===== src/rtl/boot_loader_pkg.sv =====
// Shared types and constants for the boot loader: FSM states and image framing.
package boot_loader_pkg;

    typedef enum logic [2:0] {
        StLenLo,
        StLenHi,
        StLoad,
        StRun,
        StError
    } state_e;

    localparam int unsigned NumLanes    = 4;
    localparam int unsigned LaneIdxW    = $clog2(NumLanes);
    localparam int unsigned HeaderBytes = 2;

endpackage


===== src/rtl/word_assembler.sv =====
// Packs a byte stream into little-endian 32-bit words; word_valid pulses the cycle
// after the final lane is captured.
module word_assembler
    import boot_loader_pkg::*;
(
    input  logic                    CLK,
    input  logic                    reset,
    input  logic                    clear,
    input  logic [7:0]              byte_data,
    input  logic                    byte_valid,
    output logic [8*NumLanes-1:0]   word,
    output logic                    word_valid
);

    logic [LaneIdxW-1:0] lane_q;

    always_ff @(posedge CLK) begin
        if (reset || clear) begin
            lane_q     <= '0;
            word       <= '0;
            word_valid <= 1'b0;
        end else begin
            word_valid <= byte_valid && (lane_q == LaneIdxW'(NumLanes - 1));
            if (byte_valid) begin
                word[{lane_q, 3'b000} +: 8] <= byte_data;
                // Lane index wraps naturally from the last lane back to 0.
                lane_q <= lane_q + LaneIdxW'(1);
            end
        end
    end

endmodule


===== src/rtl/boot_loader_controller.sv =====
// Loads a length-prefixed image from the UART into instruction RAM, then releases
// the core from reset and hands it the RAM read port.
module boot_loader_controller
    import boot_loader_pkg::*;
#(
    parameter int unsigned ADDR_WIDTH     = 8,
    parameter int unsigned TIMEOUT_CYCLES = 1000000
) (
    input  logic                  CLK,
    input  logic                  reset,
    input  logic [7:0]            rx_data,
    input  logic                  rx_valid,
    input  logic [31:0]           cpu_memory_address,
    input  logic                  cpu_memory_read_strobe,
    output logic [ADDR_WIDTH-1:0] mem_address,
    output logic [31:0]           mem_write_data,
    output logic                  mem_write_enable,
    output logic                  mem_read_strobe,
    output logic                  cpu_reset,
    output logic                  load_busy,
    output logic                  load_error
);

    localparam int unsigned       IdleW     = (TIMEOUT_CYCLES > 1) ? $clog2(TIMEOUT_CYCLES) : 1;
    localparam logic [IdleW-1:0]  IdleLimit = IdleW'(TIMEOUT_CYCLES - 1);
    localparam logic [16:0]       MaxWords  = 17'd1 << ADDR_WIDTH;

    state_e                state;
    logic [15:0]           len;
    logic [ADDR_WIDTH:0]   word_cnt;
    logic [IdleW-1:0]      idle_cnt;

    logic [31:0]           asm_word;
    logic                  asm_valid;
    logic                  asm_clear;
    logic                  asm_byte_valid;
    logic                  timing;
    logic                  timed_out;
    logic                  last_word;
    logic                  run;
    logic [15:0]           n_words;
    logic [16:0]           next_cnt;
    logic                  unused_cpu_addr;

    word_assembler u_word_assembler (
        .CLK        (CLK),
        .reset      (reset),
        .clear      (asm_clear),
        .byte_data  (rx_data),
        .byte_valid (asm_byte_valid),
        .word       (asm_word),
        .word_valid (asm_valid)
    );

    always_comb begin
        run            = (state == StRun);
        timing         = (state == StLenHi) || (state == StLoad);
        asm_clear      = (state == StLenHi) && rx_valid;
        asm_byte_valid = (state == StLoad) && rx_valid;
        n_words        = {rx_data, len[7:0]};
        // A byte arriving on the limit cycle takes priority over the timeout.
        timed_out      = timing && (idle_cnt == IdleLimit) && !rx_valid;
        next_cnt       = 17'(word_cnt) + 17'd1;
        last_word      = (next_cnt == {1'b0, len});
    end

    always_ff @(posedge CLK) begin
        if (reset) begin
            state     <= StLenLo;
            len       <= '0;
            word_cnt  <= '0;
            idle_cnt  <= '0;
            cpu_reset <= 1'b1;
        end else begin
            if (rx_valid || !timing) begin
                idle_cnt <= '0;
            end else begin
                idle_cnt <= idle_cnt + IdleW'(1);
            end

            case (state)
                StLenLo: begin
                    if (rx_valid) begin
                        len[7:0] <= rx_data;
                        state    <= StLenHi;
                    end
                end
                StLenHi: begin
                    if (rx_valid) begin
                        len      <= n_words;
                        word_cnt <= '0;
                        if (n_words == 16'd0) begin
                            state     <= StRun;
                            cpu_reset <= 1'b0;
                        end else if ({1'b0, n_words} > MaxWords) begin
                            state <= StError;
                        end else begin
                            state <= StLoad;
                        end
                    end else if (timed_out) begin
                        state <= StError;
                    end
                end
                StLoad: begin
                    if (asm_valid) begin
                        word_cnt <= word_cnt + (ADDR_WIDTH + 1)'(1);
                        if (last_word) begin
                            state     <= StRun;
                            cpu_reset <= 1'b0;
                        end
                    end else if (timed_out) begin
                        state <= StError;
                    end
                end
                StRun: begin
                    cpu_reset <= 1'b0;
                end
                StError: begin
                    cpu_reset <= 1'b1;
                end
                default: begin
                    state     <= StError;
                    cpu_reset <= 1'b1;
                end
            endcase
        end
    end

    // Core fetches see the RAM directly so its one-cycle read latency is preserved.
    always_comb begin
        mem_address      = run ? cpu_memory_address[ADDR_WIDTH-1:0] : word_cnt[ADDR_WIDTH-1:0];
        mem_read_strobe  = run && cpu_memory_read_strobe;
        mem_write_enable = (state == StLoad) && asm_valid && !reset;
        mem_write_data   = asm_word;
        load_busy        = timing;
        load_error       = (state == StError);
    end

    assign unused_cpu_addr = ^cpu_memory_address[31:ADDR_WIDTH];

endmodule


===== config.mk =====
export PLATFORM = sky130hd
export DESIGN_NAME = boot_loader_controller
export DESIGN_NICKNAME = d
export VERILOG_FILES = /design/src/rtl/boot_loader_pkg.sv /design/src/rtl/word_assembler.sv /design/src/rtl/boot_loader_controller.sv
export SDC_FILE = /design/constraint.sdc
export NUM_CORES = 1
export LEC_CHECK = 0
export CORE_ASPECT_RATIO = 0.7
export CORE_MARGIN = 8
export CORE_UTILIZATION = 52
export CTS_BUF_LIST = sky130_fd_sc_hd__clkbuf_8
export CTS_CLUSTER_SIZE = 20
export DETAILED_ROUTE_END_ITERATION = 7
export GPL_TIMING_DRIVEN = 0
export HOLD_SLACK_MARGIN = 0.12
export PLACE_DENSITY_LB_ADDON = 0.08
export SETUP_SLACK_MARGIN = 0.1
export SLEW_MARGIN = 20
export SYNTH_ARGS = -nofsm -noshare
export SYNTH_HDL_FRONTEND = slang
export SYNTH_SLANG_ARGS = --single-unit

===== constraint.sdc =====
create_clock -name CLK -period 2.7 [get_ports CLK]
set_clock_uncertainty 0.2 [all_clocks]
set_input_delay 0.405 -clock CLK [delete_from_list [all_inputs] [get_ports CLK]]
set_output_delay 0.405 -clock CLK [all_outputs]
set_load 0.01 [all_outputs]

==> metrics.md, run 1 <==
| Metric | Value |
|---|---|
| Status | completed |
| Mapped Cells | 485 |
| Share of cells above drive strength 1 | 8.87% |
| Clk root buf | clkbuf_8 |
| Die X-Extent | 120 um |
| Layout net count | 611 |
| Uppermost routed layer | met4 |
| Clock Latency Late Sink | 0.35 ns |
| Tcrit/Tclk final | 90.2% |
| Most frequent cells in the layout | 80 x dfxtp_1, 78 x nand2_1, 63 x a21oi_1, 53 x clkdlybuf4s50_1, 40 x nand3_1 |
| Comb power frac | 7.0% |
| Final Routed Wirelength | 10,400 um |
| R2R Path Start | word_cnt[1] |
| Routed wl met3 | 831 um |
| P_sw | 548 uW |
| CP peak stage delay | 0.62 ns |
| Worst setup path start | rx_valid |
| Core footprint | 7290 um^2 |
| Number of fillers in the final layout | 630 |
| Overall Power | 2360 uW |
| Synth Flop Type | dfxtp_1 |
| Worst path required time | 2.75 ns |
| Clk pwr share | 39.2% |
| Grt total ovfl | 0 |
| Wirelength per Cell | 15.8 um |
| Post-route DRC | 0 |
| Syn-to-layout area delta | 25.7% |
| CTS Buf Count | 9 |
| CP cell instances | clkdlybuf4s50_1 -> nand2b_1 -> or3_1 -> nand2b_1 -> clkbuf_1 -> buf_2 -> nor2_1 |
| CP Max Fanout | 10 |
| Iteration-0 DRC Markers | 325 |
| H-tree Lvls | 3 |
| Register area share after synthesis | 43.0% |
| Slew @ Worst Pin | 0.916 ns |
| WL met2 | 4480 um |
| Worst vdd rail ir drop | 0.355 mV |
| Async SR Flop Fraction | 0% |
| Clock Path Buffers | 2 |
| Pre-CTS WS | -0.195 ns |
| Switch share | 23.2% |
| Leakage power | 0.00177 uW |
| FMAX | 411 MHz |
| First-pass GRT wire length | 16,900 um |
| Total GRT Usage | 19.8% |
| Most used cell, CP | nand2b_1 |
| P_int | 1810 uW |
| WL met1 | 5060 um |
| Clock Sinks | 84 |
| Syn Nets | 536 |
| Die Y | 88.5 um |
| Pin count of the biggest net entering global routing | 13 |
| CP Class | in -> reg |
| Most common cell after layout, fill and taps aside | dfxtp_1 |
| Vias in the first global route | 3,405 |
| Seq cells post-synth | 84 |
| Final worst path period need | 2.43 ns |
| Area of the mapped netlist | 3910 um^2 |
| IO Port Bufs | 63 |
| Via/cell ratio | 5.68 |
| Max-slew headroom | 38.8% |
| Crit path depth | 7 |
| # IOs | 89 |
| Data arrival, critical path | 2.48 ns |
| Synth warn | 0 |
| DIE AREA | 10,600 um^2 |
| Final worst slack | 0.265 ns |
| Clock transition at path regs | 0.08 ns |
| Netlist cell types | 44 |
| Final setup violation count | 0 |
| RSZ-0062 raised after global routing | true |
| WP buf/inv | 3 |
| Worst reg-to-reg setup slack | 0.27 ns |
| Hold Buf Count CTS | 0 |
| CP delay by family, top | buffers and inverters |
| Worst setup path end | u_word_assembler.lane_q[0] |
| Site Rows | 26 |
| Hold Fails Final Rpt | 0 |
| N_diodes | 0 |
| Fin. max-slew vios | 0 |
| Vias after detailed routing | 3,763 |
| Avg Cell Area, Syn | 8.06 um^2 |
| Effective utilization at floorplan | 53.6% |
| Max Cap Viol | 0 |
| DR pass1 iterations | 5 |
| Startpoint types | primary input |
| Pwr Density | 480 nW/um^2 |
| Share of power burned in registers | 53.8% |
| Hold WC Path Type | reg -> reg |
| Detail Placement HPWL | 7420 um |
| Hold WS | 0.252 ns |
| R2r endpoint | state[0] |
| Initial antenna violation count | 0 |
| Number of flops mapped to enable cells by yosys | 0 |
| Crit end category | flip-flop |
| FF-to-FF path depth | 7 |
| Post-DRT Antenna Nets | 0 |
| Slowest cell on the critical path | clkdlybuf4s50_1 |
| CTS tree | done |
| RD Place Congestion | 0.897 |
[kinds of logic after synthesis]
logic type / count (synthesis) / synth area share, %
compound gates: 100 / 14.9
xor+xnor: 26 / 5.83
fa+ha+maj: 7 / 2.24
buf+inv: 36 / 3.78
flops: 84 / 43.0
mux: 9 / 2.56
simple gates: 223 / 27.6
[state kept, by name, indices dropped and copies added, names as in the netlist]
| name | count |
|---|---|
| state | 3 |
| word_cnt | 9 |
| cpu_reset | 1 |
| idle_cnt | 20 |
| u_word_assembler.lane_q | 2 |
| len | 16 |
| u_word_assembler.word | 32 |
| u_word_assembler.word_valid | 1 |
[cell type report]
type	instances	area [um^2]	area share, %
plain buffers	27	135	2.75
clock buffers	12	165	3.36
clock inverters	3	37.5	0.764
inverters	9	33.8	0.687
multi-input cells	365	2100	42.7
flip-flops and latches	84	1690	34.3
well taps	98	123	2.49
repair buffers	64	633	12.9
[power groups by stage]
stage          logic (uW)  registers, uW  clock network [uW]
3_3_place_gp          160           1290                   0
6_report              166           1270                 924
2_1_floorplan        90.6           1290                   0
3_5_place_dp          161           1300                   0
4_1_cts               164           1270                 939
5_1_grt               182           1270                 989
[stage by stage]
stage	utilization, %	instance area (um^2)	setup TNS [ns]	instances
after global placement	64.0	4660	-0.803	646
after global routing	67.4	4910	0	662
after detailed placement	64.0	4660	-0.986	646
after CTS	67.3	4900	0	662
final	67.4	4910	0	662
after floorplan	-	3910	0	485
[what timing repair did]
item	in CTS	in global routing
endpoints found under the setup margin	10	8
endpoints found under the hold margin	0	0
resized for setup	23	7
setup buffers	1	0
[worst min-delay path: stages, from the launching register on]
cell and delay (ns):
dfxtp_1 0.31, nand2_1 0.05, a21oi_1 0.05
[worst min path at each step]
stage | startpoint | endpoint | slack (ns) | cells past startpoint
floorplan | idle_cnt[0] | idle_cnt[0] | 0.23 | 1
global placement | u_word_assembler.word[18] | u_word_assembler.word[18] | 0.24 | 2
detailed placement | u_word_assembler.word[13] | u_word_assembler.word[13] | 0.24 | 2
CTS | u_word_assembler.word[5] | u_word_assembler.word[5] | 0.26 | 2
global route | u_word_assembler.word[0] | u_word_assembler.word[0] | 0.28 | 2
finish | u_word_assembler.word[5] | u_word_assembler.word[5] | 0.25 | 2
[synthesized netlist by cell type (2+ instances only)]
cell,n,share of area [%]
nor2_1,38,3.6
ha_1,7,2.2
buf_2,8,1.0
nand2b_1,2,0.32
dfxtp_1,84,43
or3_1,11,1.8
nor3b_1,7,1.3
o31ai_1,2,0.38
a31oi_1,2,0.32
o21ai_0,17,2.2
a311oi_1,2,0.45
nor4_1,9,1.4
xor2_1,13,2.9
a21oi_1,63,8.1
clkbuf_2,2,0.26
inv_1,9,0.86
mux2_2,8,2.3
a22o_1,6,1.3
nand4_1,6,0.96
o31a_1,2,0.45
and2_1,4,0.64
nand3_1,40,5.1
nor3_1,9,1.2
xnor2_1,13,2.9
clkbuf_1,17,1.6
nand2_1,79,7.6
nor2b_1,2,0.32
and3_1,7,1.1
[routing by layer]
layer  track usage [%]  vias to the layer above
li1                  -                     1847
met1              26.7                     1773
met2              30.1                      135
met3              6.69                        8
met4              4.51                        0
met5                 0                        -
No activity file was read; power rests on OpenSTA's default activity.
==> inputs of run 2 (changes only) <==
Settings changed: CORE_MARGIN 8 to unset.
==> run 2 against run 1 <==
Via count down 0.58%. Utilization about the same. First-iteration DRC count is 29% lower. Sequential share of layout area hardly changed. Largest power group unchanged.
==> metrics.md, run 2 (synthesized netlist as in run 1, its figures left out) <==
| Metric | Value |
|---|---|
| Die X-Extent | 106 um (was 120 um) |
| Slew @ Worst Pin | 0.895 ns (was 0.916 ns) |
| Share of cells above drive strength 1 | 9.06% (was 8.87%) |
| Most frequent cells in the layout | 80 x dfxtp_1, 78 x nand2_1, 63 x a21oi_1, 54 x clkdlybuf4s50_1, 40 x nand3_1 (was 80 x dfxtp_1, 78 x nand2_1, 63 x a21oi_1, 53 x clkdlybuf4s50_1, 40 x nand3_1) |
| CTS Buf Count | 9 (unchanged) |
| Pwr Density | 472 nW/um^2 (was 480 nW/um^2) |
| Hold_sp | u_word_assembler.word[29] (was u_word_assembler.word[5]) |
| Largest register FFs | 32 (unchanged) |
| Fin. max-slew vios | 0 (unchanged) |
| Worst path required time | 2.10 ns (was 2.75 ns) |
| Core footprint | 7290 um^2 (unchanged) |
| Layout Cells excl Fill | 661 (was 662) |
| R2R Path Start | word_cnt[1] (unchanged) |
| Status | completed (unchanged) |
| Startpoint types | flip-flop (was primary input) |
| CP Max Fanout | 10 (unchanged) |
| CP peak stage delay | 0.53 ns (was 0.62 ns) |
| CP cell instances | buf_6 -> nand3_1 -> clkbuf_8 -> nor2_1 -> clkdlybuf4s50_1 (was clkdlybuf4s50_1 -> nand2b_1 -> or3_1 -> nand2b_1 -> clkbuf_1 -> buf_2 -> nor2_1) |
| Layout net count | 611 (unchanged) |
| Most common cell after layout, fill and taps aside | dfxtp_1 (unchanged) |
| Slowest cell on the critical path | clkdlybuf4s50_1 (unchanged) |
| R2r endpoint | state[0] (unchanged) |
| Pin count of the biggest net entering global routing | 13 (unchanged) |
| H-tree Lvls | 3 (unchanged) |
| Die Y | 74.5 um (was 88.5 um) |
| DR pass1 iterations | 5 (unchanged) |
| # IOs | 89 (unchanged) |
| Clk root buf | clkbuf_8 (unchanged) |
| Total GRT Usage | 26.6% (was 19.8%) |
| Final Routed Wirelength | 10,000 um (was 10,400 um) |
| Hold WC Path Type | reg -> reg (unchanged) |
| Crit end category | primary output (was flip-flop) |
| Via/cell ratio | 5.66 (was 5.68) |
| Detail Placement HPWL | 7070 um (was 7420 um) |
| WHS Path Cells | 2 (unchanged) |
| Pre-CTS WS | -0.170 ns (was -0.195 ns) |
| RSZ-0062 raised after global routing | false (was true) |
| Post-route DRC | 0 (unchanged) |
| Max-slew headroom | 39.9% (was 38.8%) |
| Leakage power | 0.00174 uW (was 0.00177 uW) |
| FMAX | 408 MHz (was 411 MHz) |
| DIE AREA | 7870 um^2 (was 10,600 um^2) |
| Final Util | 67.4% (about the same) |
| Final worst slack | 0.247 ns (was 0.265 ns) |
| Tcrit/Tclk final | 90.9% (was 90.2%) |
| Initial antenna violation count | 0 (unchanged) |
| First-pass GRT wire length | 16,200 um (was 16,900 um) |
| Syn-to-layout area delta | 25.7% (about the same) |
| Final setup violation count | 0 (unchanged) |
| Vias after detailed routing | 3,741 (was 3,763) |
| N_diodes | 0 (unchanged) |
| FF-to-FF path depth | 7 (unchanged) |
| Clock Latency Late Sink | 0.36 ns (was 0.35 ns) |
| Worst reg-to-reg setup slack | 0.26 ns (was 0.27 ns) |
| CTS tree | done (unchanged) |
| Post-DRT Antenna Nets | 0 (unchanged) |
| Data arrival, critical path | 1.85 ns (was 2.48 ns) |
| Placed insts | 646 (unchanged) |
| Hold WS | 0.257 ns (was 0.252 ns) |
| Site Rows | 26 (unchanged) |
| CP Class | reg -> out (was in -> reg) |
| Final worst path period need | 2.45 ns (was 2.43 ns) |
| Grt total ovfl | 0 (unchanged) |
| Clock Sinks | 84 (unchanged) |
| Hold Fails Final Rpt | 0 (unchanged) |
| Worst vdd rail ir drop | 0.334 mV (was 0.355 mV) |
| Vias in the first global route | 3,390 (was 3,405) |
| Iteration-0 DRC Markers | 231 (was 325) |
| IO Port Bufs | 63 (unchanged) |
| Max Cap Viol | 0 (unchanged) |
| Wirelength per Cell | 15.2 um (was 15.8 um) |
| Top reg by flops | u_word_assembler.word (unchanged) |
| Number of fillers in the final layout | 635 (was 630) |
| Clock Path Buffers | 2 (unchanged) |
| Clock transition at path regs | 0.08 ns (about the same) |
| WHS Endpoint | u_word_assembler.word[29] (was u_word_assembler.word[5]) |
| Largest registers | u_word_assembler.word x32, idle_cnt x20, len x16 (unchanged) |
| RD Place Congestion | 0.868 (was 0.897) |
| Effective utilization at floorplan | 53.6% (unchanged) |
-- run 2: cell count changes in the layout (fill, tap and decap cells not counted) --
cell,delta
inv_1,-1
nor3b_1,-1
dlymetal6s2s_1,-1
buf_4,-2
clkdlybuf4s50_1,+1
nor3b_2,+1
clkinv_2,+1
clkbuf_8,-1
buf_6,+2
-- run 2: stage by stage --
stage	power, uW	setup TNS, ns	area [um^2]
finish	2320	0	4910
global route	2400	0	4910
CTS	2320	0	4890
detailed placement	1460	-1.09	4660
global placement	1450	-0.708	4660
floorplan	1380	0	3910
-- run 2: worst max-delay path, delay by kind of cell (launching register included) --
family	cells	cell delay (ns)
buf+inv	3	0.88
simple gates	2	0.21
flops	1	0.40
-- run 2: repair_timing --
action	CTS	global route
pin swaps	0	0
resized for setup	22	11
hold buffers	0	0
gates cloned	0	0
buffers inserted	1	0
endpoints found under the setup margin	10	9
-- run 2: worst max-delay path by stage --
stage | start | to | slack, ns | depth (start not counted)
2_1_floorplan | word_cnt[0] | state[0] | 0.50 | 6
3_3_place_gp | rx_valid | word_cnt[7] | -0.15 | 6
3_5_place_dp | rx_valid | word_cnt[5] | -0.17 | 6
4_1_cts | state[1] | mem_write_enable | 0.09 | 5
5_1_grt | word_cnt[1] | state[0] | 0.11 | 7
6_report | state[0] | mem_read_strobe | 0.25 | 5
-- run 2: cell type report --
class / count / area, um^2 / share of cell area, %
clock inverter: 3 / 38.8 / 0.790
tap: 98 / 123 / 2.50
buffer: 27 / 143 / 2.90
sequential: 84 / 1690 / 34.3
multi-input combinational: 365 / 2110 / 42.9
timing repair buffer: 64 / 631 / 12.8
clock buffer: 11 / 151 / 3.08
inverter: 9 / 33.8 / 0.688
-- run 2: where the power goes --
group	internal [uW]	switching [uW]	leakage, uW	total, uW
Sequential	1250	15.6	0.000680	1270
Clock	463	421	0.000102	885
Combinational	66.1	101	0.000957	167
Total	1780	538	0.00174	2320
-- run 2: layer usage --
metal	share of wire (%)	wire length (um)	global-route usage, %
met1	47	4700	35.3
met2	43	4320	41.4
met3	8.1	813	8.59
met4	2.0	199	8.64
met5	0	0	0
